<file path="config.mk">
export PLATFORM = sky130hd
export DESIGN_NAME = pipe_hazard_ctrl
export DESIGN_NICKNAME = d
export VERILOG_FILES = /design/src/rtl/pipe_hazard_ctrl_pkg.sv /design/src/rtl/pipe_hazard_ctrl_fwd_sel_unit.sv /design/src/rtl/pipe_hazard_ctrl.sv
export SDC_FILE = /design/constraint.sdc
export NUM_CORES = 1
export LEC_CHECK = 0
export ABC_AREA = 1
export BUFFER_PORTS_ARGS = -buffer_cell sky130_fd_sc_hd__buf_2
export CORE_MARGIN = 5
export CORE_UTILIZATION = 50
export DETAILED_ROUTE_END_ITERATION = 8
export HOLD_SLACK_MARGIN = 0.05
export PLACE_DENSITY = 0.82
export SYNTH_ARGS = -nofsm -noshare
export SYNTH_HDL_FRONTEND = slang
export SYNTH_SLANG_ARGS = --single-unit
</file>
<file path="constraint.sdc">
create_clock -name i_clk -period 1.9 [get_ports i_clk]
set_clock_uncertainty 0.15 [all_clocks]
set_input_delay 0.285 -clock i_clk [delete_from_list [all_inputs] [get_ports i_clk]]
set_output_delay 0.285 -clock i_clk [all_outputs]
set_load 0.02 [all_outputs]
</file>
<file path="src/rtl/pipe_hazard_ctrl_pkg.sv">
// Shared constants and types for the s-core hazard controller.
// Forwarding-select encodings, default register-address width, stage metadata bundle.
package pipe_hazard_ctrl_pkg;

  localparam int RA_W_DEFAULT = 5;

  localparam logic [1:0] FWD_RF  = 2'b00;
  localparam logic [1:0] FWD_MEM = 2'b10;
  localparam logic [1:0] FWD_WB  = 2'b01;

  typedef struct packed {
    logic                    valid;
    logic [RA_W_DEFAULT-1:0] rd;
    logic                    we;
    logic                    ld;
  } stage_meta_t;

  typedef enum logic [2:0] {
    ACT_RESET  = 3'd0,
    ACT_FREEZE = 3'd1,
    ACT_FLUSH  = 3'd2,
    ACT_LDUSE  = 3'd3,
    ACT_HOLD   = 3'd4,
    ACT_RUN    = 3'd5
  } hz_act_e;

endpackage

</file>
<file path="src/rtl/pipe_hazard_ctrl_fwd_sel_unit.sv">
// Combinational forwarding compare for one EX source operand.
// The MEM producer wins over WB; loads in MEM and x0 are never forwarded.
module fwd_sel_unit
  import pipe_hazard_ctrl_pkg::*;
#(
  parameter int RA_W = RA_W_DEFAULT
) (
  input  logic            i_use,
  input  logic [RA_W-1:0] i_rs,
  input  stage_meta_t     i_mem,
  input  logic            i_wb_v,
  input  logic            i_wb_we,
  input  logic [RA_W-1:0] i_wb_rd,
  output logic [1:0]      o_sel
);

  always_comb begin
    o_sel = FWD_RF;
    if (i_use && i_mem.valid && i_mem.we && !i_mem.ld &&
        (i_mem.rd != {RA_W{1'b0}}) && (i_mem.rd == i_rs)) begin
      o_sel = FWD_MEM;
    end else if (i_use && i_wb_v && i_wb_we &&
                 (i_wb_rd != {RA_W{1'b0}}) && (i_wb_rd == i_rs)) begin
      o_sel = FWD_WB;
    end else begin
      o_sel = FWD_RF;
    end
  end

endmodule

</file>
<file path="src/rtl/pipe_hazard_ctrl.sv">
// Stall/flush/forward scheduler for the 5-stage s-core, using a shadow of EX/MEM/WB metadata.
// Define PIPE_HAZARD_PERF_EN to add saturating stall/flush performance counters.
module pipe_hazard_ctrl
  import pipe_hazard_ctrl_pkg::*;
#(
  parameter int RA_W  = RA_W_DEFAULT
`ifdef PIPE_HAZARD_PERF_EN
  ,
  parameter int CNT_W = 32
`endif
) (
  input  logic            i_clk,
  input  logic            i_rst,
  input  logic            i_id_valid,
  input  logic [RA_W-1:0] i_id_rs1,
  input  logic [RA_W-1:0] i_id_rs2,
  input  logic            i_id_use_rs1,
  input  logic            i_id_use_rs2,
  input  logic [RA_W-1:0] i_id_rd,
  input  logic            i_id_reg_we,
  input  logic            i_id_is_load,
  input  logic            i_ex_br_taken,
  input  logic            i_mem_busy,
  input  logic            i_hold,
  output logic            o_pc_stall,
  output logic            o_if_id_stall,
  output logic            o_if_id_flush,
  output logic            o_id_ex_bubble,
  output logic            o_pipe_freeze,
  output logic [1:0]      o_fwd_rs1_sel,
  output logic [1:0]      o_fwd_rs2_sel
`ifdef PIPE_HAZARD_PERF_EN
  ,
  output logic [CNT_W-1:0] o_stall_cnt,
  output logic [CNT_W-1:0] o_flush_cnt
`endif
);

  stage_meta_t     r_ex;
  logic [RA_W-1:0] r_ex_rs1;
  logic [RA_W-1:0] r_ex_rs2;
  logic            r_ex_u1;
  logic            r_ex_u2;
  stage_meta_t     r_mem;
  logic            r_wb_v;
  logic [RA_W-1:0] r_wb_rd;
  logic            r_wb_we;

  hz_act_e         w_act;
  logic            w_load_use;
  logic            w_br_flush;
  logic [1:0]      w_fwd1;
  logic [1:0]      w_fwd2;

  // Priority resolution: reset, MEM freeze, branch flush, load-use, external hold.
  always_comb begin
    w_br_flush = r_ex.valid && i_ex_br_taken;
    w_load_use = i_id_valid && r_ex.valid && r_ex.ld && r_ex.we &&
                 (r_ex.rd != {RA_W{1'b0}}) &&
                 ((i_id_use_rs1 && (i_id_rs1 == r_ex.rd)) ||
                  (i_id_use_rs2 && (i_id_rs2 == r_ex.rd)));
    w_act = ACT_RUN;
    if (i_rst) begin
      w_act = ACT_RESET;
    end else if (i_mem_busy) begin
      w_act = ACT_FREEZE;
    end else if (w_br_flush) begin
      w_act = ACT_FLUSH;
    end else if (w_load_use) begin
      w_act = ACT_LDUSE;
    end else if (i_hold) begin
      w_act = ACT_HOLD;
    end else begin
      w_act = ACT_RUN;
    end
  end

  always_comb begin
    o_pc_stall     = 1'b0;
    o_if_id_stall  = 1'b0;
    o_if_id_flush  = 1'b0;
    o_id_ex_bubble = 1'b0;
    o_pipe_freeze  = 1'b0;
    case (w_act)
      ACT_RESET: begin
        o_if_id_flush  = 1'b1;
        o_id_ex_bubble = 1'b1;
      end
      ACT_FREEZE: begin
        o_pc_stall    = 1'b1;
        o_if_id_stall = 1'b1;
        o_pipe_freeze = 1'b1;
      end
      ACT_FLUSH: begin
        o_if_id_flush  = 1'b1;
        o_id_ex_bubble = 1'b1;
      end
      ACT_LDUSE, ACT_HOLD: begin
        o_pc_stall     = 1'b1;
        o_if_id_stall  = 1'b1;
        o_id_ex_bubble = 1'b1;
      end
      ACT_RUN: begin
        o_pc_stall = 1'b0;
      end
      default: begin
        o_pc_stall = 1'b0;
      end
    endcase
  end

  // A freeze holds EX and MEM and drops WB; any other non-reset cycle shifts the shadow.
  always_ff @(posedge i_clk) begin
    if (i_rst) begin
      r_ex     <= '0;
      r_ex_rs1 <= {RA_W{1'b0}};
      r_ex_rs2 <= {RA_W{1'b0}};
      r_ex_u1  <= 1'b0;
      r_ex_u2  <= 1'b0;
      r_mem    <= '0;
      r_wb_v   <= 1'b0;
      r_wb_rd  <= {RA_W{1'b0}};
      r_wb_we  <= 1'b0;
    end else if (w_act == ACT_FREEZE) begin
      r_wb_v <= 1'b0;
    end else begin
      r_ex.valid <= (w_act == ACT_RUN) ? i_id_valid : 1'b0;
      r_ex.rd    <= i_id_rd;
      r_ex.we    <= i_id_reg_we;
      r_ex.ld    <= i_id_is_load;
      r_ex_rs1   <= i_id_rs1;
      r_ex_rs2   <= i_id_rs2;
      r_ex_u1    <= i_id_use_rs1;
      r_ex_u2    <= i_id_use_rs2;
      r_mem      <= r_ex;
      r_wb_v     <= r_mem.valid;
      r_wb_rd    <= r_mem.rd;
      r_wb_we    <= r_mem.we;
    end
  end

  fwd_sel_unit #(.RA_W(RA_W)) u_fwd_rs1 (
    .i_use   (r_ex_u1),
    .i_rs    (r_ex_rs1),
    .i_mem   (r_mem),
    .i_wb_v  (r_wb_v),
    .i_wb_we (r_wb_we),
    .i_wb_rd (r_wb_rd),
    .o_sel   (w_fwd1)
  );

  fwd_sel_unit #(.RA_W(RA_W)) u_fwd_rs2 (
    .i_use   (r_ex_u2),
    .i_rs    (r_ex_rs2),
    .i_mem   (r_mem),
    .i_wb_v  (r_wb_v),
    .i_wb_we (r_wb_we),
    .i_wb_rd (r_wb_rd),
    .o_sel   (w_fwd2)
  );

  assign o_fwd_rs1_sel = i_rst ? FWD_RF : w_fwd1;
  assign o_fwd_rs2_sel = i_rst ? FWD_RF : w_fwd2;

`ifdef PIPE_HAZARD_PERF_EN
  logic [CNT_W-1:0] r_stall_cnt;
  logic [CNT_W-1:0] r_flush_cnt;

  // Saturating event counters; a flush only counts when it actually wins priority.
  always_ff @(posedge i_clk) begin
    if (i_rst) begin
      r_stall_cnt <= {CNT_W{1'b0}};
      r_flush_cnt <= {CNT_W{1'b0}};
    end else begin
      if (((w_act == ACT_FREEZE) || (w_act == ACT_LDUSE)) && (r_stall_cnt != {CNT_W{1'b1}})) begin
        r_stall_cnt <= r_stall_cnt + {{(CNT_W-1){1'b0}}, 1'b1};
      end else begin
        r_stall_cnt <= r_stall_cnt;
      end
      if ((w_act == ACT_FLUSH) && (r_flush_cnt != {CNT_W{1'b1}})) begin
        r_flush_cnt <= r_flush_cnt + {{(CNT_W-1){1'b0}}, 1'b1};
      end else begin
        r_flush_cnt <= r_flush_cnt;
      end
    end
  end

  assign o_stall_cnt = r_stall_cnt;
  assign o_flush_cnt = r_flush_cnt;
`endif

endmodule

</file>
**Word-level counts from Yosys, hierarchy flattened**

Index checks and enable logic that the tools add are counted.

- Bits in writable memories: 0
- Word-level logic and storage cells: 78
- Input port bits: 25
- Output and inout port bits: 9
- Flip-flop bits (word level): 35
- Latch bits: 0
- ROM bits: 0
- Memories: 0

- Equality and inequality tests: 11
- Shifts and indexed selects: 0
- Order comparisons: 0
- Multiplexer cells: 16
- Divide/modulo/power cells: 0
- Multipliers: 0
- Bitwise gates (word level): 0
- Reduce and logical (&&, ||, !) cells: 36
- Add/subtract/negate cells: 0

Operators with widths:

| kind | number |
|---|---|
| 5-bit equality test | 6 |
| 1-bit logical AND | 26 |
| 5-bit nonzero test | 3 |
| 3-bit 2-to-1 mux | 4 |
| 1-bit 2-to-1 mux | 8 |
| 2-bit 2-to-1 mux | 4 |
| 3-bit by 2-bit equality test with 1-bit output (second input constant) | 2 |
| 3-bit equality test (second input constant) | 2 |
| 2-bit OR reduction | 2 |
| 4-bit OR reduction | 1 |
| 3-bit by 1-bit equality test with 1-bit output (second input constant) | 1 |
| 3-bit zero test | 1 |
| 3-bit OR reduction | 1 |
| 1-bit zero test | 1 |
| 1-bit logical OR | 1 |

**Depth between registers and ports, before layout**

Gate-level depths: netlist (run 1).

- Depth in word-level cells: 12
- Depth in mapped cells: 12
- Gate-level depth less buffers: 12

**Modules after synthesis**

From an unflattened synthesis (run 1), not the netlist that was laid out.

- Cells, all modules: 316
- Area, all modules: 1918.1 sq um

By module, submodules not included:

| module | sequential area each (sq um) | area an instance (sq um) | instances | cells each |
|---|---|---|---|---|
| pipe_hazard_ctrl | 700.7 | 1422.6 | 1 | 198 |
| fwd_sel_unit | 0.0 | 247.7 | 2 | 59 |

**Least setup slack after synthesis (run 1)**

Ideal clock, no wire load.

- Path type: register to output
- Start: register r_ex[6] (netlist name)
- End: output o_pc_stall
- Path buffers: 1
- Arrival: 1.423 ns
- Setup slack: 0.042 ns
- Data required time: 1.465 ns
- Stages on the path, launching flop included: 13
- Cells stage by stage: dfxtp_1 > inv_2 > nand2_1 > nand2_1 > nor2_1 > nand3_1 > nand2_1 > nand2_2 > nand2_1 > inv_1 > nand4_1 > nand3_1 > buf_4

- Cells in the longest elaborated chain, start to end: 11

RTL lines:

| item | line | RTL |
|---|---|---|
| start, declared | pipe_hazard_ctrl.sv:39 | `stage_meta_t r_ex;` |
| 5-bit equality test (on tied branches) | pipe_hazard_ctrl.sv:60, pipe_hazard_ctrl.sv:61 |  |
| 1-bit logical AND (on tied branches) | pipe_hazard_ctrl.sv:60, pipe_hazard_ctrl.sv:61 |  |
| 1-bit logical OR | pipe_hazard_ctrl.sv:60 | `((i_id_use_rs1 && (i_id_rs1 == r_ex.rd)) \|\|` |
| 1-bit logical AND * | pipe_hazard_ctrl.sv:59 | `(r_ex.rd != {RA_W{1'b0}}) &&` |
| 3-bit 2-to-1 mux * | pipe_hazard_ctrl.sv:69 | `end else if (w_load_use) begin` |
| 3-bit 2-to-1 mux * | pipe_hazard_ctrl.sv:67 | `end else if (w_br_flush) begin` |
| 3-bit 2-to-1 mux * | pipe_hazard_ctrl.sv:65 | `end else if (i_mem_busy) begin` |
| 3-bit 2-to-1 mux * | pipe_hazard_ctrl.sv:63 | `if (i_rst) begin` |
| 3-bit by 1-bit equality test with 1-bit output, or another cell as far along | -- |  |
| 3-bit OR reduction (no line) * | -- |  |
| 1-bit 2-to-1 mux * | -- |  |
| end, declared | pipe_hazard_ctrl.sv:25 | `output logic o_pc_stall,` |

Every way passes the cells marked *; elsewhere a longest branch is shown, timed or not.

**Worst setup path in the final report (run 1)**

- Start: register r_ex[6] (netlist name)
- End: output o_pc_stall

- Cells in the longest elaborated chain, start to end: 11

RTL lines:

| item | line | RTL |
|---|---|---|
| 5-bit equality test (on tied branches) | pipe_hazard_ctrl.sv:60, pipe_hazard_ctrl.sv:61 |  |
| 1-bit logical AND (on tied branches) | pipe_hazard_ctrl.sv:60, pipe_hazard_ctrl.sv:61 |  |
| 1-bit logical OR | pipe_hazard_ctrl.sv:60 |  |
| 1-bit logical AND * | pipe_hazard_ctrl.sv:59 |  |
| 3-bit 2-to-1 mux * | pipe_hazard_ctrl.sv:69 |  |
| 3-bit 2-to-1 mux * | pipe_hazard_ctrl.sv:67 |  |
| 3-bit 2-to-1 mux * | pipe_hazard_ctrl.sv:65 |  |
| 3-bit 2-to-1 mux * | pipe_hazard_ctrl.sv:63 |  |
| 3-bit by 1-bit equality test with 1-bit output, or another cell as far along | pipe_hazard_ctrl.sv:84 | `case (w_act)` |
| 3-bit OR reduction (no line) * | -- |  |
| 1-bit 2-to-1 mux * | pipe_hazard_ctrl.sv:84 |  |

Marks and branches as above.

==> out/qor.csv, run 1 <==
metric,value,unit
fmax,455,MHz
tightest_slew,429,ps
drive_above_1_share,35.6,%
power_density,684,nW/um2
ctsRootBufferMaster,clkbuf_4,
synthXorXnorAreaFrac,4.55,%
ir_drop,0.000433,V
tritoncts,built,
start_kind,register,
leakage,1.08,nW
synthFlopType,dfxtp_1,
required,1460,ps
synth_common_cells,"60 x nand2_1, 43 x inv_1, 35 x dfxtp_1",
grt_setup_unrepaired,yes,
syn_inst,251,
areaGrowthSynthToFinish,35.2,%
yosysMostFrequentCell,nand2_1,
final_nets,334,
grt_max_degree,30,
grt.busiest_layer,met2,
grtUsageMet3,4.05,%
synth-edff-count,0,
first_pass_iters,4,
drtIter0Drc,106,
via_count,1858,
ant_nets,0,
multi_input_area,888,um2
synth_seq_cells,35,
synth-simple-area-share,28.2,%
grt_use_met1,27.6,%
final.setup.worst_slack,-299,ps
holdCritPathClass,input pin to register,
fin_crit,2200,ps
fin_setup_tns,-1120,ps
ys_seq_area_share,40.4,%
grt_pass1_wl,8.05,mm
dp.final_hpwl,3.44,mm
pin_count,34,
dpl_worst_slack,54.8,ps
post-route-period-util,116,%
dieArea,4750,um2
clockBufferDepth,2,
async_flop_share,0,%
grt_usage,23.2,%
maxCapViolations,0,
num_antenna_cells,0,
syn_nets,276,
synth_area_leader_cell,dfxtp_1,
run_status,finished with violations,
antenna_found_initial,0,
clk_pin_slew,110,ps
end_kind,primary output,
crit_arrival,1760,ps
chipHeight,68.9,um
violations,negative setup slack,
synth.avg_cell_area,6.91,um2
nFillCells,282,
vias_per_cell,5.23,
fin_cells,355,
clock_sinks,35,
grt.met2_usage,41.8,%
rows,21,
register_area,732,um2
finalMaxSlewViolations,0,
synth_area_leaders,"dfxtp_1 40%, nand2_1 13%, inv_1 9.3%",
clkLatencyLatePin,340,ps
core_area,3340,um2
path_class,register to primary output,
slew_headroom,71.3,%
hold_viol_final,0,
die_width,68.9,um
synthDistinctLibCells,25,
first_global_vias,1788,
start_util,52.0,%
io_buffer_count,33,
drc,0,
dp.cells,327,
netlist_area,1730,um2
wl_per_cell,14.6,um
synthAdderAreaFrac,0,%
critical_path_peak_fanout,4,
yosys_warnings,0,
setup_viol_count_final,7,
totalWireLength,5.18,mm
gr-total-overflow,0,
synth_compound_area_share,14.6,%
gp_congestion,0.891,
synth_top_family_by_area,simple AND/OR/NAND/NOR gates,
cts_buffers,5,
htree_num_levels,2,
synthMuxAreaShare,0,%
synth_top_area_share,40.4,%
==> sequential cells by signal, indices dropped and copies added (netlist names) <==
| signal | flops |
|---|---|
| r_wb_v | 1 |
| r_ex_u2 | 1 |
| r_wb_rd | 5 |
| r_ex_rs2 | 5 |
| r_ex_rs1 | 5 |
| r_mem | 8 |
| r_ex_u1 | 1 |
| r_wb_we | 1 |
| r_ex | 8 |
==> logic make-up after synthesis <==
kind of cell,after synthesis
AND/OR/NAND/NOR,109
buffers and inverters,55
AO/OA/AOI/OAI,43
flip-flops,35
XOR/XNOR,9
==> power by group <==
group	leakage [nW]	switching (mW)	total [mW]	internal (mW)
registers	0.295	0.0338	0.801	0.767
clock network	0.0383	0.249	0.521	0.271
logic	0.745	0.155	0.281	0.126
==> area by class of cell <==
cell class	instances	share of cell area (%)
multi-input combinational	161	37.9
sequential	35	31.2
timing repair buffer	58	17.5
inverter	48	7.90
tap	46	2.45
clock buffer	6	1.76
clock inverter	1	1.28
==> repair_timing <==
action                                  CTS  global route
hold endpoints to repair                 10             0
endpoints found under the setup margin    7             7
hold buffers                             10             0
pin swaps                                 8            10
gates resized for setup                  42            20
buffers inserted                          7             4
==> per-stage QoR <==
stage	hold WS, ps	area (um2)	util [%]	total power [mW]
2_1_floorplan	248	1730	-	0.950
3_3_place_gp	330	1950	58.6	1.03
3_5_place_dp	328	1950	58.6	1.03
4_1_cts	72.1	2260	67.8	1.58
5_1_grt	86.4	2340	70.3	1.68
6_report	68.5	2340	70.3	1.60
==> cell usage in the layout, fill, tap and decap left out, types with 2 or more instances in the layout <==
cell type,n
nor2_2,2
nand3_1,4
inv_1,34
o22ai_1,24
nand2_2,12
dfxtp_2,16
o21ai_0,14
buf_4,18
nand4_1,10
nor3_1,4
nand2_1,51
nand3_2,4
clkbuf_4,5
inv_4,2
dfxtp_1,16
xnor2_1,6
inv_2,12
dlygate4sd3_1,10
xor2_1,3
buf_6,4
dfxtp_4,3
nor2_1,16
buf_2,26
==> layer usage <==
metal / vias up / wire length (um) / part of all wire (%)
li1: 928 / - / -
met1: 850 / 2050 / 39
met2: 73 / 2690 / 52
met3: 7 / 370 / 7.1
met4: 0 / 77 / 1.5
met5: - / 0 / 0
==> final timing paths <==
kind                from          end  slack [ps]  cells past startpoint
max              r_ex[6]   o_pc_stall        -300                     12
min          i_id_rs1[3]  r_ex_rs1[3]          70                      3
max reg2reg      r_ex[6]      r_ex[7]         220                     14
min reg2reg  r_ex_rs2[1]  r_ex_rs2[1]         360                      2
==> critical path, stage by stage (launching register included) <==
cell and delay [ps]:
dfxtp_2 370, inv_2 60, nand2_2 70, nand2_2 60, nor2_2 90, nand3_1 80, nand2_1 90, nand2_2 100
nand2_2 90, inv_1 50, nand4_1 100, nand3_2 100, buf_6 150
No activity file was read; power rests on OpenSTA's default activity.
==> run 2, diff against run 1 <==
--- a/config.mk
+++ b/config.mk
@@ -12,6 +12,7 @@
 export DETAILED_ROUTE_END_ITERATION = 8
 export HOLD_SLACK_MARGIN = 0.05
 export PLACE_DENSITY = 0.82
+export RECOVER_POWER = 50
 export SYNTH_ARGS = -nofsm -noshare
 export SYNTH_HDL_FRONTEND = slang
 export SYNTH_SLANG_ARGS = --single-unit
==> run 2 against run 1 <==
  * The flow still finishes with violations (negative setup slack)
  * Non-clock buffer count unchanged
  * Flip-flop and latch count unchanged
  * Sequential share of layout area increased by 0.084 points
  * Die area unchanged
  * Via count increased by 0.22%
  * Utilization decreased by 0.19 points
  * Count of clock-buffer cells in the layout unchanged
  * Critical path depth unchanged
  * Global-route usage unchanged
  * Highest routed layer unchanged
==> out/qor.csv, run 2 (synthesized netlist as in run 1, its figures left out) <==
metric,value,unit
run_status,finished with violations,
violations,negative setup slack,
htree_num_levels,2,
via_count,1862,
grt_max_degree,30,
hold_viol_final,0,
clk_pin_slew,110,ps
required,1460,ps
gp_congestion,0.891,
critical_path_peak_fanout,4,
reg_top3,"r_ex (8), r_mem (8)",
clockBufferDepth,2,
first_pass_iters,4,
final_common_cell,nand2_1,
path_common_cell,nand2_2,
num_antenna_cells,0,
final_cell_mix,"51 x nand2_1, 34 x inv_1, 26 x buf_2",
slew_headroom,59.5,%
grt_pass1_wl,8.05,mm
totalWireLength,5.18,mm
power_density,688,nW/um2
clkLatencyLatePin,340,ps
maxCapViolations,0,
fmax,454,MHz
finalMaxSlewViolations,0,
crit_arrival,1770,ps
grt_setup_unrepaired,yes,
drive_above_1_share,35.3,%
crit_chain,"inv_2, nand2_2, nand2_2, nor2_2, nand3_1, nand2_1, nand2_2, nand2_2, inv_1, nand4_1, nand3_2, buf_6",
fin_crit,2200,ps
antenna_found_initial,0,
tritoncts,built,
dp.final_hpwl,3.44,mm
rows,21,
final_nets,334,
clock_sinks,35,
cts_buffers,5,
tightest_slew,607,ps
start_util,52.0,%
first_global_vias,1788,
die_width,68.9,um
end_kind,primary output,
path_class,register to primary output,
dieArea,4750,um2
grt_usage,23.2,%
core_area,3340,um2
holdCritPathClass,input pin to register,
post-route-period-util,116,%
setup_viol_count_final,7,
pin_count,34,
io_buffer_count,33,
ant_nets,0,
crit_slowest_cell,dfxtp_2,
areaGrowthSynthToFinish,34.8,%
drc,0,
gr-total-overflow,0,
final.setup.worst_slack,-301,ps
fin_util,70.1,%
ir_drop,0.000434,V
start_kind,register,
drtIter0Drc,106,
wl_per_cell,14.6,um
chipHeight,68.9,um
power,1.61,mW
slowest_delay,370,ps
leakage,1.07,nW
vias_per_cell,5.25,
whs,71.1,ps
ctsRootBufferMaster,clkbuf_4,
-- run 2: power by group --
group / switching (mW) / internal (mW)
Combinational: 0.155 / 0.125
Sequential: 0.0337 / 0.767
Clock: 0.256 / 0.271
-- run 2: timing repair --
action / CTS / global route
resized for setup: 42 / 20
gates cloned: 0 / 0
endpoints found under the setup margin: 7 / 7
pin swaps: 8 / 10
hold buffers: 10 / 0
buffers inserted: 7 / 4
endpoints found under the hold margin: 10 / 0
-- run 2: worst paths after layout --
kind	depth (start not counted)	from	slack, ps	endpoint
worst max-delay path	12	r_ex[6]	-300	o_pc_stall
worst min-delay path	3	i_id_rs1[3]	70	r_ex_rs1[3]
worst max register to register	14	r_ex[6]	220	r_ex[7]
worst min register to register	2	r_ex_rs2[1]	360	r_ex_rs2[1]
-- run 2: worst max-delay path, delay by kind of cell, from the launching register on --
family,cells,cell delay [ps]
flops,1,370
simple gates,9,790
buf+inv,3,260
-- run 2: layout make-up --
class	count	area, um2
clock buffer	6	41.3
clock inverter	1	30.0
fill	285	998
inverter	48	185
multi-input combinational	161	888
sequential	35	732
tap	46	57.6
timing repair buffer	58	404
-- run 2: stage by stage --
step | setup slack (ps) | std cells | instance area [um2] | setup TNS (ps)
global placement | 94.5 | 327 | 1950 | 0
global route | -462 | 355 | 2340 | -2050
detailed placement | 54.8 | 327 | 1950 | 0
CTS | -246 | 351 | 2260 | -865
finish | -301 | 355 | 2340 | -1100
floorplan | 41.9 | 251 | 1730 | 0
-- run 2: per-layer routing --
layer / GRT usage, % / part of all wire, % / vias up
met5: 0 / 0 / -
met4: 8.03 / 1.7 / 0
met3: 4.05 / 6.3 / 9
met2: 41.8 / 52 / 61
met1: 27.6 / 40 / 859
li1: - / - / 933
==> run 3, diff against run 2 <==
--- a/config.mk
+++ b/config.mk
@@ -7,11 +7,11 @@
 export LEC_CHECK = 0
 export ABC_AREA = 1
 export BUFFER_PORTS_ARGS = -buffer_cell sky130_fd_sc_hd__buf_2
-export CORE_MARGIN = 5
+export CORE_MARGIN = 1.5
 export CORE_UTILIZATION = 50
 export DETAILED_ROUTE_END_ITERATION = 8
 export HOLD_SLACK_MARGIN = 0.05
-export PLACE_DENSITY = 0.82
+export PLACE_DENSITY_LB_ADDON = 0.15
 export RECOVER_POWER = 50
 export SYNTH_ARGS = -nofsm -noshare
 export SYNTH_HDL_FRONTEND = slang
==> run 3 against run 2 <==
  * Die area shrank 19%
  * Critical endpoint is now o_if_id_stall
  * Flip-flop and latch count unchanged
  * Count of clock-buffer cells in the layout grew 1
  * The run still ends with negative setup slack left
  * Via count rose by 0.48%
  * Critical path depth shrank 1
  * Wire length fell by 5.6%
  * Register-to-register slack better by 30 ps
==> out/qor.csv, run 3 (synthesized netlist as in run 1, its figures left out) <==
metric,value,unit
run_status,finished with violations,
violations,negative setup slack,
tightest_slew,603,ps
reg_top3,"r_ex (8), r_mem (8)",
gp_congestion,0.803,
crit_arrival,1760,ps
critPathLaunch,r_ex[5],
areaGrowthSynthToFinish,37.9,%
fin_setup_tns,-930,ps
clk_pin_slew,90,ps
clockBufferDepth,2,
fin_cells,360,
chipHeight,61.9,um
start_util,52.0,%
final.setup.worst_slack,-294,ps
wl_per_cell,13.6,um
clock_sinks,35,
final_cell_mix,"51 x nand2_1, 35 x inv_1, 26 x buf_2",
dieArea,3830,um2
fin_area,2390,um2
grt_usage,27.2,%
num_antenna_cells,0,
power,1.48,mW
grt_setup_unrepaired,yes,
final_nets,338,
holdCritPathClass,input pin to register,
ant_nets,0,
whs,71.1,ps
start_kind,register,
leakage,1.11,nW
fin_crit,2190,ps
first_global_vias,1686,
vias_per_cell,5.20,
htree_num_levels,2,
drtIter0Drc,56,
tritoncts,built,
rows,21,
drc,0,
gr-total-overflow,0,
required,1460,ps
cts_buffers,5,
fmax,456,MHz
grt_pass1_wl,7.38,mm
totalWireLength,4.89,mm
maxCapViolations,0,
dp.final_hpwl,3.23,mm
r2r_slack,250,ps
die_width,61.9,um
grt_max_degree,30,
drive_above_1_share,38.5,%
final_common_cell,nand2_1,
via_count,1871,
timing.rr.start,r_ex[5],
slew_headroom,59.8,%
placed_area,1950,um2
clkLatencyLatePin,340,ps
power_density,617,nW/um2
antenna_found_initial,0,
pin_count,34,
setup_viol_count_final,5,
path_class,register to primary output,
end_kind,primary output,
fin_util,71.7,%
core_area,3340,um2
first_pass_iters,4,
post-route-period-util,115,%
io_buffer_count,33,
hp-start,i_id_rs1[3],
dp.cells,327,
finalMaxSlewViolations,0,
ir_drop,0.000497,V
dpl_worst_slack,39.2,ps
critical_path_peak_fanout,5,
hold_viol_final,0,
ctsRootBufferMaster,clkbuf_4,
[run 3: cell count changes in the layout (fill, tap and decap cells not counted), sizes merged]
| cell | before | now |
|---|---|---|
| buf | 46 | 52 |
| bufinv | 1 | 0 |
| clkinv | 0 | 1 |
| dlygate4sd3 | 10 | 9 |
[run 3: layer usage]
| metal | track usage (%) | vias to the layer above | wire, um |
|---|---|---|---|
| met5 | 0 | - | 0 |
| li1 | - | 943 | - |
| met2 | 43.2 | 82 | 2230 |
| met1 | 33.5 | 827 | 2160 |
| met4 | 14.6 | 0 | 182 |
| met3 | 7.45 | 19 | 319 |
[run 3: worst max-delay path: stages (launching register included)]
cell and delay (ps):
dfxtp_4 380, inv_4 50, nand2_1 60, nand2_1 50, nor2_1 120, nand3_1 100
nand2_2 110, nand2_4 90, a21oi_2 150, nand4_1 100, nand3_2 100, buf_6 120
[run 3: layout make-up]
class	count	area [um2]
clock buffers	7	45.0
clock inverters	1	5.00
fillers	282	946
inverters	48	188
multi-input cells	161	920
flip-flops and latches	35	744
well taps	46	57.6
repair buffers	62	432
[run 3: where the power goes]
| part | internal (mW) | switching [mW] |
|---|---|---|
| Combinational | 0.134 | 0.155 |
| Sequential | 0.764 | 0.0353 |
| Clock | 0.144 | 0.244 |
[run 3: timing repair]
item / in CTS / in global routing
pin swaps: 17 / 17
hold buffers: 9 / 0
setup buffers: 11 / 5
resized for setup: 43 / 30
endpoints found under the hold margin: 9 / 0
setup endpoints to repair: 7 / 7
[run 3: final timing paths]
kind	to	cells after the start
worst max-delay path	o_if_id_stall	11
worst min-delay path	r_ex_rs1[3]	3
worst max register to register	r_ex[7]	14
worst min register to register	r_wb_we	2
